===== config.mk =====
export PLATFORM = sky130hd
export DESIGN_NAME = irq_request_latch
export DESIGN_NICKNAME = d
export VERILOG_FILES = /design/src/rtl/irq_request_latch.sv
export SDC_FILE = /design/constraint.sdc
export NUM_CORES = 1
export LEC_CHECK = 0
export ABC_AREA = 1
export BUFFER_PORTS_ARGS = -buffer_cell sky130_fd_sc_hd__buf_2
export CAP_MARGIN = 15
export CORE_MARGIN = 2
export CORE_UTILIZATION = 46
export DETAILED_ROUTE_END_ITERATION = 10
export PLACE_DENSITY = 0.73
export SYNTH_ARGS = -nofsm -noshare
export SYNTH_HDL_FRONTEND = slang
export SYNTH_SLANG_ARGS = --single-unit

===== constraint.sdc =====
create_clock -name clk -period 1.4 [get_ports clk]
set_clock_uncertainty 0.1 [all_clocks]
set_input_delay 0.28 -clock clk [delete_from_list [all_inputs] [get_ports clk]]
set_output_delay 0.28 -clock clk [all_outputs]
set_load 0.005 [all_outputs]

===== src/rtl/irq_request_latch.sv =====
// Edge-capturing interrupt request latch feeding an 8:3 priority encoder.
// Synchronizes request lines, keeps sticky pending/overrun bits and offers the top request.
module irq_request_latch #(
    parameter int unsigned N       = 8,
    parameter int unsigned IDX_W   = 3,
    parameter int unsigned HOLDOFF = 2
) (
    input  logic             clk,
    input  logic             rst,
    input  logic [N-1:0]     req_in,
    input  logic [N-1:0]     mask,
    output logic [N-1:0]     pend_vec,
    output logic             irq_valid,
    output logic [IDX_W-1:0] irq_idx,
    input  logic             irq_ready,
    output logic [N-1:0]     ovf,
    input  logic [N-1:0]     ovf_clr
);

    localparam int unsigned CNT_W = (HOLDOFF > 1) ? $clog2(HOLDOFF) : 1;

    typedef enum logic [1:0] {IDLE, OFFER, HOLD} state_t;

    state_t           state, state_n;
    logic [N-1:0]     sync1, sync2, prev;
    logic [N-1:0]     rise, clr;
    logic [N-1:0]     pending, pending_n, ovf_n;
    logic             valid_n;
    logic [IDX_W-1:0] idx_n, top_idx;
    logic [CNT_W-1:0] cnt, cnt_n;

    assign rise     = sync2 & ~prev;
    assign pend_vec = pending & ~mask;

    always_comb begin
        top_idx = '0;
        for (int unsigned i = 0; i < N; i++) begin
            if (pend_vec[i]) top_idx = IDX_W'(i);
        end
    end

    always_comb begin
        state_n = state;
        valid_n = irq_valid;
        idx_n   = irq_idx;
        cnt_n   = cnt;
        clr     = '0;
        case (state)
            IDLE: begin
                if (|pend_vec) begin
                    valid_n = 1'b1;
                    idx_n   = top_idx;
                    state_n = OFFER;
                end
            end
            OFFER: begin
                if (irq_valid && irq_ready) begin
                    clr[irq_idx] = 1'b1;
                    valid_n      = 1'b0;
                    cnt_n        = CNT_W'(HOLDOFF - 1);
                    state_n      = HOLD;
                end
            end
            HOLD: begin
                // The last hold cycle makes the IDLE decision itself, so the
                // invalid gap between offers is exactly HOLDOFF cycles.
                if (cnt != '0) begin
                    cnt_n = cnt - 1'b1;
                end else if (|pend_vec) begin
                    valid_n = 1'b1;
                    idx_n   = top_idx;
                    state_n = OFFER;
                end else begin
                    state_n = IDLE;
                end
            end
            default: state_n = IDLE;
        endcase
    end

    // A new edge beats the accept clear and is not an overrun in that case.
    assign pending_n = (pending & ~clr) | rise;
    assign ovf_n     = (ovf & ~ovf_clr) | (rise & pending & ~clr);

    always_ff @(posedge clk or posedge rst) begin
        if (rst) begin
            sync1     <= '0;
            sync2     <= '0;
            prev      <= '0;
            pending   <= '0;
            ovf       <= '0;
            irq_valid <= 1'b0;
            irq_idx   <= '0;
            cnt       <= '0;
            state     <= IDLE;
        end else begin
            sync1     <= req_in;
            sync2     <= sync1;
            prev      <= sync2;
            pending   <= pending_n;
            ovf       <= ovf_n;
            irq_valid <= valid_n;
            irq_idx   <= idx_n;
            cnt       <= cnt_n;
            state     <= state_n;
        end
    end

endmodule


; Word-level counts from Yosys, hierarchy flattened
; Index checks and enable logic that the tools add are counted.
[op_classes]
n_mux = 26
eq_ne = 5
addsub = 1
bitwise = 12
n_lt_le_gt_ge = 2
n_reduce_logical = 11
[op_table]
columns = cell, count
row1 = $and A8 B8 Y8, 6
row2 = $not A8 Y8, 4
row3 = $mux W3, 8
row4 = $mux W8, 2
row5 = $or A8 B8 Y8, 2
row6 = $mux W1, 8
row7 = $reduce_or A8 Y1, 1
row8 = $mux W2, 3
row9 = $ne A2 B2 Y1 const B, 3
row10 = $pmux W2 S3, 1
row11 = $pmux W3 S2, 1
row12 = $reduce_and A3 Y1, 2
row13 = $lt A3 B4 Y1 const B, 1
row14 = $reduce_and A2 Y1, 2
row15 = $reduce_bool A2 Y1, 2
row16 = $demux W1 S3, 1
row17 = $ge A3 B1 Y1 const B, 1
row18 = $pmux W1 S3, 1
row19 = $reduce_bool A3 Y1, 1
row20 = $eq A2 B1 Y1 const B, 1
row21 = $eq A2 B2 Y1 const B, 1
row22 = $logic_and A1 B1 Y1, 2
row23 = $logic_not A2 Y1, 1
row24 = $pmux W1 S2, 1
row25 = $sub A1 B1 Y1 const B, 1
[word_totals]
word_cells = 66
output_inout_bits = 20
inputBits = 27
register_bits = 47

; Logic depth before layout (Yosys ltp)
; Gate-level depths: netlist (run 1).
[logic_depth]
word_depth = 12
mapped_depth = 10
ltp_nobuf = 10

; Least setup slack after synthesis (run 1)
; OpenSTA, ideal clock, no wires.
[synth_timing]
path_type = flip-flop to flip-flop
from = register state[1]
to = register ovf[3]
required_ps = 1175
stages_incl_launch_ff = 8
slack_ps = 259
arrival_time_ps = 916
period_less_slack_ps = 1141
n_path_buf = 1
setup_ps = 125
cell_sequence = dfrtp_1 -> inv_1 -> nand2_1 -> nor2_2 -> inv_2 -> buf_6 -> o21ai_2 -> o22ai_1
[synth_via]
elab_chain_cells = 5
[synth_rtl]
columns = element, line_no
row1 = start: declaration, 24  ; state_t state, state_n;
row2 = start signal: assignment, 105  ; state <= state_n;
row3 = $eq A2 B1 Y1, 48  ; case (state)
row4 = $mux W8, 48
row5 = $not A8 Y8, 83  ; assign ovf_n = (ovf & ~ovf_clr) | (rise & pending & ~clr);
row6 = $and A8 B8 Y8, 83
row7 = $or A8 B8 Y8, 83
row8 = via ovf_n[3], 27  ; logic [N-1:0] pending, pending_n, ovf_n;
row9 = end signal: assignment, 101  ; ovf <= ovf_n;
row10 = end: declaration, 16  ; output logic [N-1:0] ovf,
; The timed path passes the listed nets, and every way through them passes these cells.
; A chain may end at the register's enable or synchronous reset.

; Final worst setup path (run 1)
[layout_timing]
from = register pending[0]
to = output port pend_vec[0]
[layout_via]
elab_chain_cells = 1
[layout_rtl]
columns = element, line_no
row1 = start: declaration, 27
row2 = start signal: assignment, 100  ; pending <= pending_n;
row3 = $and A8 B8 Y8, 33  ; assign pend_vec = pending & ~mask;
row4 = end: declaration, 12  ; output logic [N-1:0] pend_vec,
; Every way passes these cells.

==> qor.txt, run 1 <==
Synth Register Bits: 47
Filler instances: 337
Post-synthesis cell count: 168
Number of global-route vias before repair: 1184
CP max stage delay: 0.38 ns
CP Max Fanout: 2
Crit path DAT: 0.99 ns
CP Capture Type: output port
Clk slew on worst S/H paths: 0.08 ns
Sequential share of the synthesized area: 66.38%
First-pass GRT wire length: 4961 microns
Clock root buffer: clkbuf_8
Worst reg2reg path depth: 6
Worst rel slew slack: 80.22%
Non-filler cells, final: 282
Global Route Usage Sum: 15.56%
Post-synthesis cell type count: 18
Slowest cell on crit path: dfrtp_1
GPL Wtd Cong: 0.8168
Die H: 66.06 microns
CTS Sinks: 47
Worst R2R Setup Slack: 0.08 ns
Slew @ Worst Pin: 0.2968 ns
Num ports: 47
Synth Net Count: 195
Period utilization: 97.63%
RSZ-0062 raised after global routing: true
# port buffers: 46
WP depth: 3
Area contributors post-synth: dfrtp_1, nand2_1, inv_1, o21ai_2, nand2_2
Ys Warns: 0
Reg2reg start: state[1]
Fin area: 0.002305 sq mm
Tot Pwr: 3.791 mW
Die ar.: 0.004364 sq mm
Final WS setup: 0.03314 ns
Rows: 22
Min-Delay Path Class: in2reg
DRT Pass-1 Iters: 4
CP Data Required Time: 1.02 ns
Via/cell ratio: 4.599
Clock Tree Buf Depth: 2
Layout cells sized above 1: 35.04%
Max-cap violation count: 0
Final HPWL DP: 2094 microns
Final wirelength: 2987 microns
Setup CP Type: reg2out
Status: finished, final reports clean
Post-route ant nets: 0
CTS H-tree depth: 2
Crit-path leading delay family: flip-flops
Pre-CTS setup slack: 0.1078 ns
Placed cell count: 262
CTS Buf Count: 5
ANT cells: 0
DRC: 0
Chip Width: 66.06 microns
CP startpoint: pending[0]
Initial drt markers: 46
Utilization after layout: 62.48%
Initial Utilization: 48.03%
Vias: 1297
Minimum clock period: 1.367 ns
TritonCTS clock tree: done
P&R area growth vs syn: 30.08%
Mapped cell area: 0.001772 sq mm
Power per cell area: 1645 mW/mm^2
Total grt overflow: 0
Total placed instance area: 0.002074 sq mm
Core Region: 0.003689 sq mm
Largest net degree at the start of global routing: 48
Worst-skew pair later-pin latency: 0.30 ns
Initial antenna violation count: 0
Hold Startpoint: ovf_clr[7]
Wirelength per Cell: 10.59 microns
Critical-path cell list: inv_1 -> nor2_4 -> buf_2
Hold Vio Cnt, Final: 0
Slew Viols, Final: 0
Largest area contributor in the netlist: dfrtp_1
Synth top area share: 66.38%
Hold path cells: 2
Peak VDD IR: 813.9 uV
Mean post-synth cell area: 10.55 sq um
Buffers and inverters on the worst path: 2
Lkg Pwr: 1.214 nW
Nets: 261
Fmax: 731.6 MHz
Endpoints failing setup: 0
Critical Path Source Type: flip-flop
-- flip-flops by register name (all words and copies together), names as in the netlist --
name	count
cnt	1
irq_idx	3
irq_valid	1
ovf	8
pending	8
prev	8
state	2
sync1	8
sync2	8
-- final timing paths --
kind / endpoint
worst max-delay path: pend_vec[0]
worst min-delay path: ovf[7]
worst max register to register: ovf[7]
worst min register to register: sync2[7]
max in group asynchronous: irq_valid
min in group asynchronous: sync1[2]
-- repair_timing --
action                                 4_1_cts  5_1_grt
setup endpoints to repair                    1        4
hold buffers                                 9        0
resized for setup                            1        1
setup buffers                                0        4
endpoints found under the hold margin       55        0
pin swaps                                    0        1
-- through the flow --
stage / hold WS, ns / setup TNS (ns)
finish: 0.05369 / 0
CTS: 0.04836 / 0
detailed placement: 0.2347 / 0
global placement: 0.2316 / 0
floorplan: 0.2033 / 0
global route: 0.04205 / -0.02580
-- synthesized netlist by cell type (all sizes together) --
cell and instances:
nor3 1, inv 38, a31oi 1, o21ai 11, dfrtp 47, nand2 46, a21boi 1, buf 1
a21oi 1, o22ai 8, nand3 9, nor2 4
-- routing by layer --
layer / GRT usage [%] / share of wire (%) / vias up
met4: 9.949 / 2.1 / 0
met2: 23.61 / 45 / 37
met1: 19.79 / 46 / 609
met3: 4.089 / 6.6 / 7
met5: 0 / 0 / -
li1: - / - / 644
-- kinds of logic after synthesis --
| kind of cell | synth area share [%] |
|---|---|
| flip-flops | 66.38 |
| buffers and inverters | 8.687 |
| AO/OA/AOI/OAI | 8.475 |
| AND/OR/NAND/NOR | 16.45 |
-- final cells by class --
cell class / instances / area, sq um / share of cell area (%)
Clock buffer: 6 / 72.57 / 3.149
Tap cell: 48 / 60.06 / 2.606
Sequential cell: 47 / 1176 / 51.03
Inverter: 38 / 146.4 / 6.352
Multi-Input combinational cell: 82 / 449.2 / 19.49
Clock inverter: 1 / 30.03 / 1.303
Timing Repair Buffer: 60 / 370.4 / 16.07
-- report_power, final --
group          switching, mW  leakage [nW]  internal [mW]
Clock                  0.417        0.0513          0.523
Sequential             0.221         0.531           1.61
Combinational          0.582         0.631          0.441
Total                   1.22          1.21           2.57
-- cells in the final DEF, fill, tap and decap left out --
master	instances
o21ai_2	7
dlygate4sd3_1	9
nand3_1	9
nor2_4	2
nor3_4	1
nand2_2	9
clkinvlp_4	1
a31oi_1	1
buf_2	46
a21oi_1	1
inv_1	35
o21ai_0	2
nand2_4	1
o21ai_1	2
dfrtp_1	47
a21boi_0	1
clkbuf_8	5
nand2_1	36
clkbuf_1	1
nor2_2	2
buf_12	1
bufinv_16	1
buf_4	4
o22ai_1	8
inv_2	2
No activity file was read; power rests on OpenSTA's default activity.
==> run 2, diff against run 1 <==
- CAP_MARGIN: 15 -> not set
- CORE_UTILIZATION: 46 -> 51
- PLACE_DENSITY: 0.73 -> 0.81
- clock period: 1.4 -> 1.5 ns (I/O delays scaled with it)
==> run 2 against run 1 <==
Against the previous run: non-clock buffer count is 3 higher; combinational power down 6%; total power decreased by 13%; highest routed layer unchanged.
==> qor.txt, run 2 (same netlist as run 1, synthesis figures left out) <==
Worst rel slew slack: 73.00% (-7.2 points)
Core Region: 0.003337 sq mm (-9.5%)
Global Route Usage Sum: 16.78% (+1.2 points)
Worst hold margin: 0.01653 ns (-0.03716 ns)
Via/cell ratio: 4.581 (-0.40%)
Die ar.: 0.003961 sq mm (-9.2%)
Minimum clock period: 1.426 ns
Slew Viols, Final: 0 (unchanged)
Tot Pwr: 3.303 mW (-13%)
Final HPWL DP: 2112 microns (+0.83%)
Hold Vio Cnt, Final: 0 (unchanged)
Min-Delay Path Class: in2reg
Commonest non-fill, non-tap cell in the layout: dfrtp_1
Post-route ant nets: 0 (unchanged)
Clock root buffer: clkbuf_4
GPL Wtd Cong: 0.8046 (-1.5%)
CP Max Fanout: 4 (+2)
GR Util met2: 29.26% (+5.6 points)
Sw Ratio: 33.78% (+1.6 points)
Cell internal pwr: 2.187 mW (-15%)
Comb pwr share: 29.2% (+2.2 points)
Hold path cells: 2 (unchanged)
Period utilization: 95.04%
TritonCTS clock tree: done
DRC: 0 (unchanged)
CTS H-tree depth: 2 (unchanged)
Clock network power share: 19.2% (-5.6 points)
Layout cells sized above 1: 34.45% (-0.59 points)
Fmax: 701.4 MHz
Clock Tree Buf Depth: 2 (unchanged)
Setup CP Type: reg2out
Met3 usage: 6.306% (+2.2 points)
# port buffers: 46 (unchanged)
Max-cap violation count: 0 (unchanged)
First-pass GRT wire length: 5030 microns (+1.4%)
Nets: 264 (+1.1%)
Peak VDD IR: 777.9 uV (-4.4%)
Number of global-route vias before repair: 1239 (+4.6%)
Final wirelength: 3104 microns (+3.9%)
Num ports: 47 (unchanged)
Wirelength per Cell: 10.93 microns (+3.2%)
Post-Route Setup TNS: 0 ns (unchanged)
Worst-skew pair later-pin latency: 0.35 ns (+0.05 ns)
Die H: 62.94 microns (-4.7%)
CTS Buf Count: 5 (unchanged)
RSZ-0062 raised after global routing: false
Hold Startpoint: ovf_clr[0]
Total grt overflow: 0 (unchanged)
Utilization after layout: 68.95% (+6.5 points)
Worst Hold Endpoint: ovf[0]
CTS Sinks: 47 (unchanged)
Rows: 21 (-4.5%)
Critical Path Source Type: flip-flop
GR Layer Usage met1: 18.24% (-1.6 points)
CP Data Required Time: 1.10 ns (+0.08 ns)
Clk slew on worst S/H paths: 0.12 ns (+0.04 ns)
Worst R2R Setup Slack: 0.11 ns (+0.03 ns)
Global routing's busiest layer: met2
P&R area growth vs syn: 29.87%
Slew @ Worst Pin: 0.4042 ns (+0.1074 ns)
ANT cells: 0 (unchanged)
CP startpoint: pending[5]
Initial antenna violation count: 0 (unchanged)
Power per cell area: 1435 mW/mm^2 (-13%)
Reg2reg start: state[1]
Reg power frac: 51.6% (+3.4 points)
Worst reg2reg path depth: 6 (unchanged)
Crit path DAT: 1.03 ns (+0.04 ns)
Vias: 1301 (+0.31%)
Initial drt markers: 55 (+20%)
DRT Pass-1 Iters: 4 (unchanged)
CP Capture Type: output port
Lkg Pwr: 1.214 nW (about the same)
Largest net degree at the start of global routing: 31 (-35%)
Endpoints failing setup: 0 (unchanged)
Initial Utilization: 53.09% (+5.1 points)
Psw: 1.116 mW (-8.5%)
Commonest cells after routing, fill and taps aside: dfrtp_1, buf_2, nand2_1
Chip Width: 62.94 microns (-4.7%)
Status: finished, final reports clean
Reg2Reg Capture Point: ovf[7]
==> run 2: worst max-delay path by stage <==
stage	cells past startpoint	end	slack, ns
6_report	3	pend_vec[5]	0.07
5_1_grt	3	pend_vec[4]	0.007
4_1_cts	3	pend_vec[1]	0.02
3_5_place_dp	6	ovf[7]	0.17
3_3_place_gp	6	ovf[7]	0.28
2_1_floorplan	7	ovf[3]	0.36
==> run 2: stage by stage <==
| step | worst slack (ns) | cells | cell area (sq um) |
|---|---|---|---|
| final | 0.07436 | 284 | 2301 |
| after global routing | 0.007289 | 284 | 2301 |
| after CTS | 0.01791 | 277 | 2236 |
| after detailed placement | 0.1678 | 260 | 2072 |
| after global placement | 0.2820 | 260 | 2072 |
| after floorplan | 0.3587 | 168 | 1775 |
==> run 2: layer usage <==
| metal | wire length [microns] | share of wire, % | up-vias |
|---|---|---|---|
| li1 | - | - | 649 |
| met1 | 1285 | 41 | 614 |
| met2 | 1611 | 52 | 32 |
| met3 | 161 | 5.2 | 6 |
| met4 | 46 | 1.5 | 0 |
| met5 | 0 | 0 | - |
==> run 2: cell type report <==
class,instances,area (sq um)
Clock buffer,8,68.82
Fill cell,268,1036
Inverter,38,146.4
Multi-Input combinational cell,82,449.2
Sequential cell,47,1176
Tap cell,46,57.56
Timing Repair Buffer,63,402.9
==> run 2: critical path: stages, from the launching register on <==
cell and delay, ns:
dfrtp_1 0.42, nand2_2 0.11, inv_1 0.04, buf_2 0.11
==> run 2: power by group through the flow <==
stage	sequential, mW	combinational (mW)	clock (mW)
final	1.70	0.963	0.635
after global routing	1.74	1.08	0.721
after CTS	1.70	0.935	0.658
after detailed placement	1.73	0.902	0
after global placement	1.72	0.879	0
after floorplan	1.69	0.631	0
==> run 2: repair_timing <==
item | CTS | global route
setup buffers | 0 | 3
gates cloned | 0 | 0
hold buffers | 9 | 4
gates resized for setup | 1 | 1
pin swaps | 0 | 3
endpoints found under the hold margin | 25 | 4
endpoints found under the setup margin | 1 | 5
==> run 3, diff against run 2 <==
- SETUP_SLACK_MARGIN: not set -> 0.4
==> run 3 against run 2 <==
Against the previous run: cell area rose by 16%; setup slack got worse by 0.014 ns; cell count rose by 11%; maximum frequency decreased by 0.97%; hold slack improved by 0.13 ns; sequential share of layout area fell by 6.8 points; global-route usage up 4.7 points; routed wire length grew 37%; total power grew 21%; clock-buffer cell count decreased by 2; utilization rose by 11 points; clock power is 11% lower; critical path type unchanged; critical endpoint is now pend_vec[7]; largest power group is now combinational logic.
==> qor.txt, run 3 (same netlist as run 1, synthesis figures left out) <==
Chip Width: 62.94 microns (unchanged)
Initial drt markers: 132 (+140%)
Critical-path cell list: nand2_2 -> inv_2 -> buf_2
Final HPWL DP: 2268 microns (+7.4%)
TritonCTS clock tree: done
Post-route ant nets: 0 (unchanged)
Vias: 1515 (+16%)
P&R area growth vs syn: 50.35%
Crit path DAT: 1.04 ns (about the same)
Power per cell area: 1500 mW/mm^2 (+4.5%)
Nets: 295 (+12%)
Period utilization: 95.97% (+0.93 points)
Status: finished, final reports clean
# port buffers: 46 (unchanged)
Minimum clock period: 1.440 ns (+0.01393 ns)
Num ports: 47 (unchanged)
Layout cells sized above 1: 49.07% (+15 points)
RSZ-0062 raised after global routing: true
Worst rel slew slack: 72.42% (-0.58 points)
Critical Path Source Type: flip-flop
Max-cap violation count: 0 (unchanged)
Slew Viols, Final: 0 (unchanged)
CTS Sinks: 47 (unchanged)
Worst-skew pair later-pin latency: 0.37 ns (+0.02 ns)
Final wirelength: 4243 microns (+37%)
GPL Wtd Cong: 0.8151 (+1.3%)
Core Region: 0.003337 sq mm (unchanged)
Die H: 62.94 microns (unchanged)
Via/cell ratio: 4.810 (+5.0%)
Slowest cell on crit path: dfrtp_1
ANT cells: 0 (unchanged)
Filler instances: 192 (-28%)
CTS H-tree depth: 2 (unchanged)
Largest net degree at the start of global routing: 31 (unchanged)
Commonest non-fill, non-tap cell in the layout: buf_2
Rows: 21 (unchanged)
CTS Buf Count: 5 (unchanged)
Global Route Usage Sum: 21.49% (+4.7 points)
CP Data Required Time: 1.10 ns (about the same)
Post-Route Setup TNS: 0 ns (unchanged)
Lkg Pwr: 1.353 nW (+11%)
Clk slew on worst S/H paths: 0.13 ns (about the same)
DRC: 0 (unchanged)
Fmax: 694.7 MHz (-0.97%)
Pre-CTS setup slack: 0.2229 ns (+0.05511 ns)
CP max stage delay: 0.42 ns (about the same)
Die ar.: 0.003961 sq mm (unchanged)
Endpoints failing setup: 0 (unchanged)
Peak VDD IR: 824.9 uV (+6.1%)
DRT Pass-1 Iters: 4 (unchanged)
Clock root buffer: clkbuf_4
Min-Delay Path Class: in2reg
Commonest cells after routing, fill and taps aside: buf_2, dfrtp_1, inv_1
Slew @ Worst Pin: 0.4129 ns (+0.008716 ns)
CP Capture Type: output port
Setup CP Type: reg2out
Final WS setup: 0.06043 ns (-0.01393 ns)
Total placed instance area: 0.002072 sq mm (unchanged)
Number of global-route vias before repair: 1398 (+13%)
Total grt overflow: 0 (unchanged)
Wirelength per Cell: 13.47 microns (+23%)
First-pass GRT wire length: 6299 microns (+25%)
Hold Vio Cnt, Final: 0 (unchanged)
Initial antenna violation count: 0 (unchanged)
Initial Utilization: 53.09% (unchanged)
Clock Tree Buf Depth: 2 (unchanged)
CP Max Fanout: 2 (-2)
Fin area: 0.002664 sq mm (+16%)
## run 3: cell count changes in the layout (fill, tap and decap cells not counted), moves of 3 or more
cell	change
buf_4	+22
dfrtp_2	+3
nand2_2	+9
o21ai_4	+6
inv_2	+6
o21ai_2	-3
inv_1	-7
buf_6	+4
dfrtp_1	-3
dlygate4sd3_1	+4
nand2_1	-9
## run 3: worst paths after layout
kind / depth (start not counted) / slack, ns / end / startpoint
setup / recovery: 3 / 0.06 / pend_vec[7] / pending[7]
hold / removal: 4 / 0.15 / state[0] / irq_ready
setup reg to reg: 6 / 0.09 / ovf[0] / state[1]
hold reg to reg: 0 / 0.26 / sync2[2] / sync1[2]
max in group asynchronous: 4 / 0.47 / prev[4] / rst
min in group asynchronous: 3 / 0.37 / ovf[7] / rst
## run 3: what timing repair did
action                                  CTS  global route
cloned                                    1             0
pin swaps                                13            14
resized for setup                        22            20
setup buffers                            20             9
endpoints found under the setup margin   42            43
hold buffers                             15             2
hold endpoints to repair                 31             2
## run 3: report_power, final
group	internal, mW	switching, mW
combinational	0.810	0.970
clock	0.181	0.381
sequential	1.51	0.150
total	2.50	1.50
## run 3: metrics by stage
stage	hold WS (ns)	util, %	cells	power [mW]
final	0.1454	79.83	315	3.997
after global routing	0.1558	79.83	315	4.220
after CTS	0.002299	74.54	304	3.601
after detailed placement	0.2168	62.09	260	2.644
after global placement	0.2141	62.09	260	2.600
after floorplan	0.2233	-	168	2.326
## run 3: routing by layer
layer	track usage [%]	wire length [microns]	part of all wire, %
met5	0	0	0
met3	5.586	223	5.3
met4	10.00	155	3.7
met1	24.54	1662	39
met2	37.50	2201	52
## run 3: critical path, delay by kind of cell, from the launching register on
kind / cells / cell delay (ns)
flops: 1 / 0.42
buf+inv: 2 / 0.15
simple gates: 1 / 0.10
## run 3: cell type report
class                      instances  area, sq um  share of cell area, %
sequential                        47         1180                  44.29
timing repair buffer              93        668.1                  25.08
inverter                          38        153.9                  5.777
multi-input combinational         82        543.0                  20.39
clock buffer                       6        41.29                  1.550
timing repair inverter             1        7.507                 0.2818
clock inverter                     2        12.51                 0.4697
tap                               46        57.56                  2.161
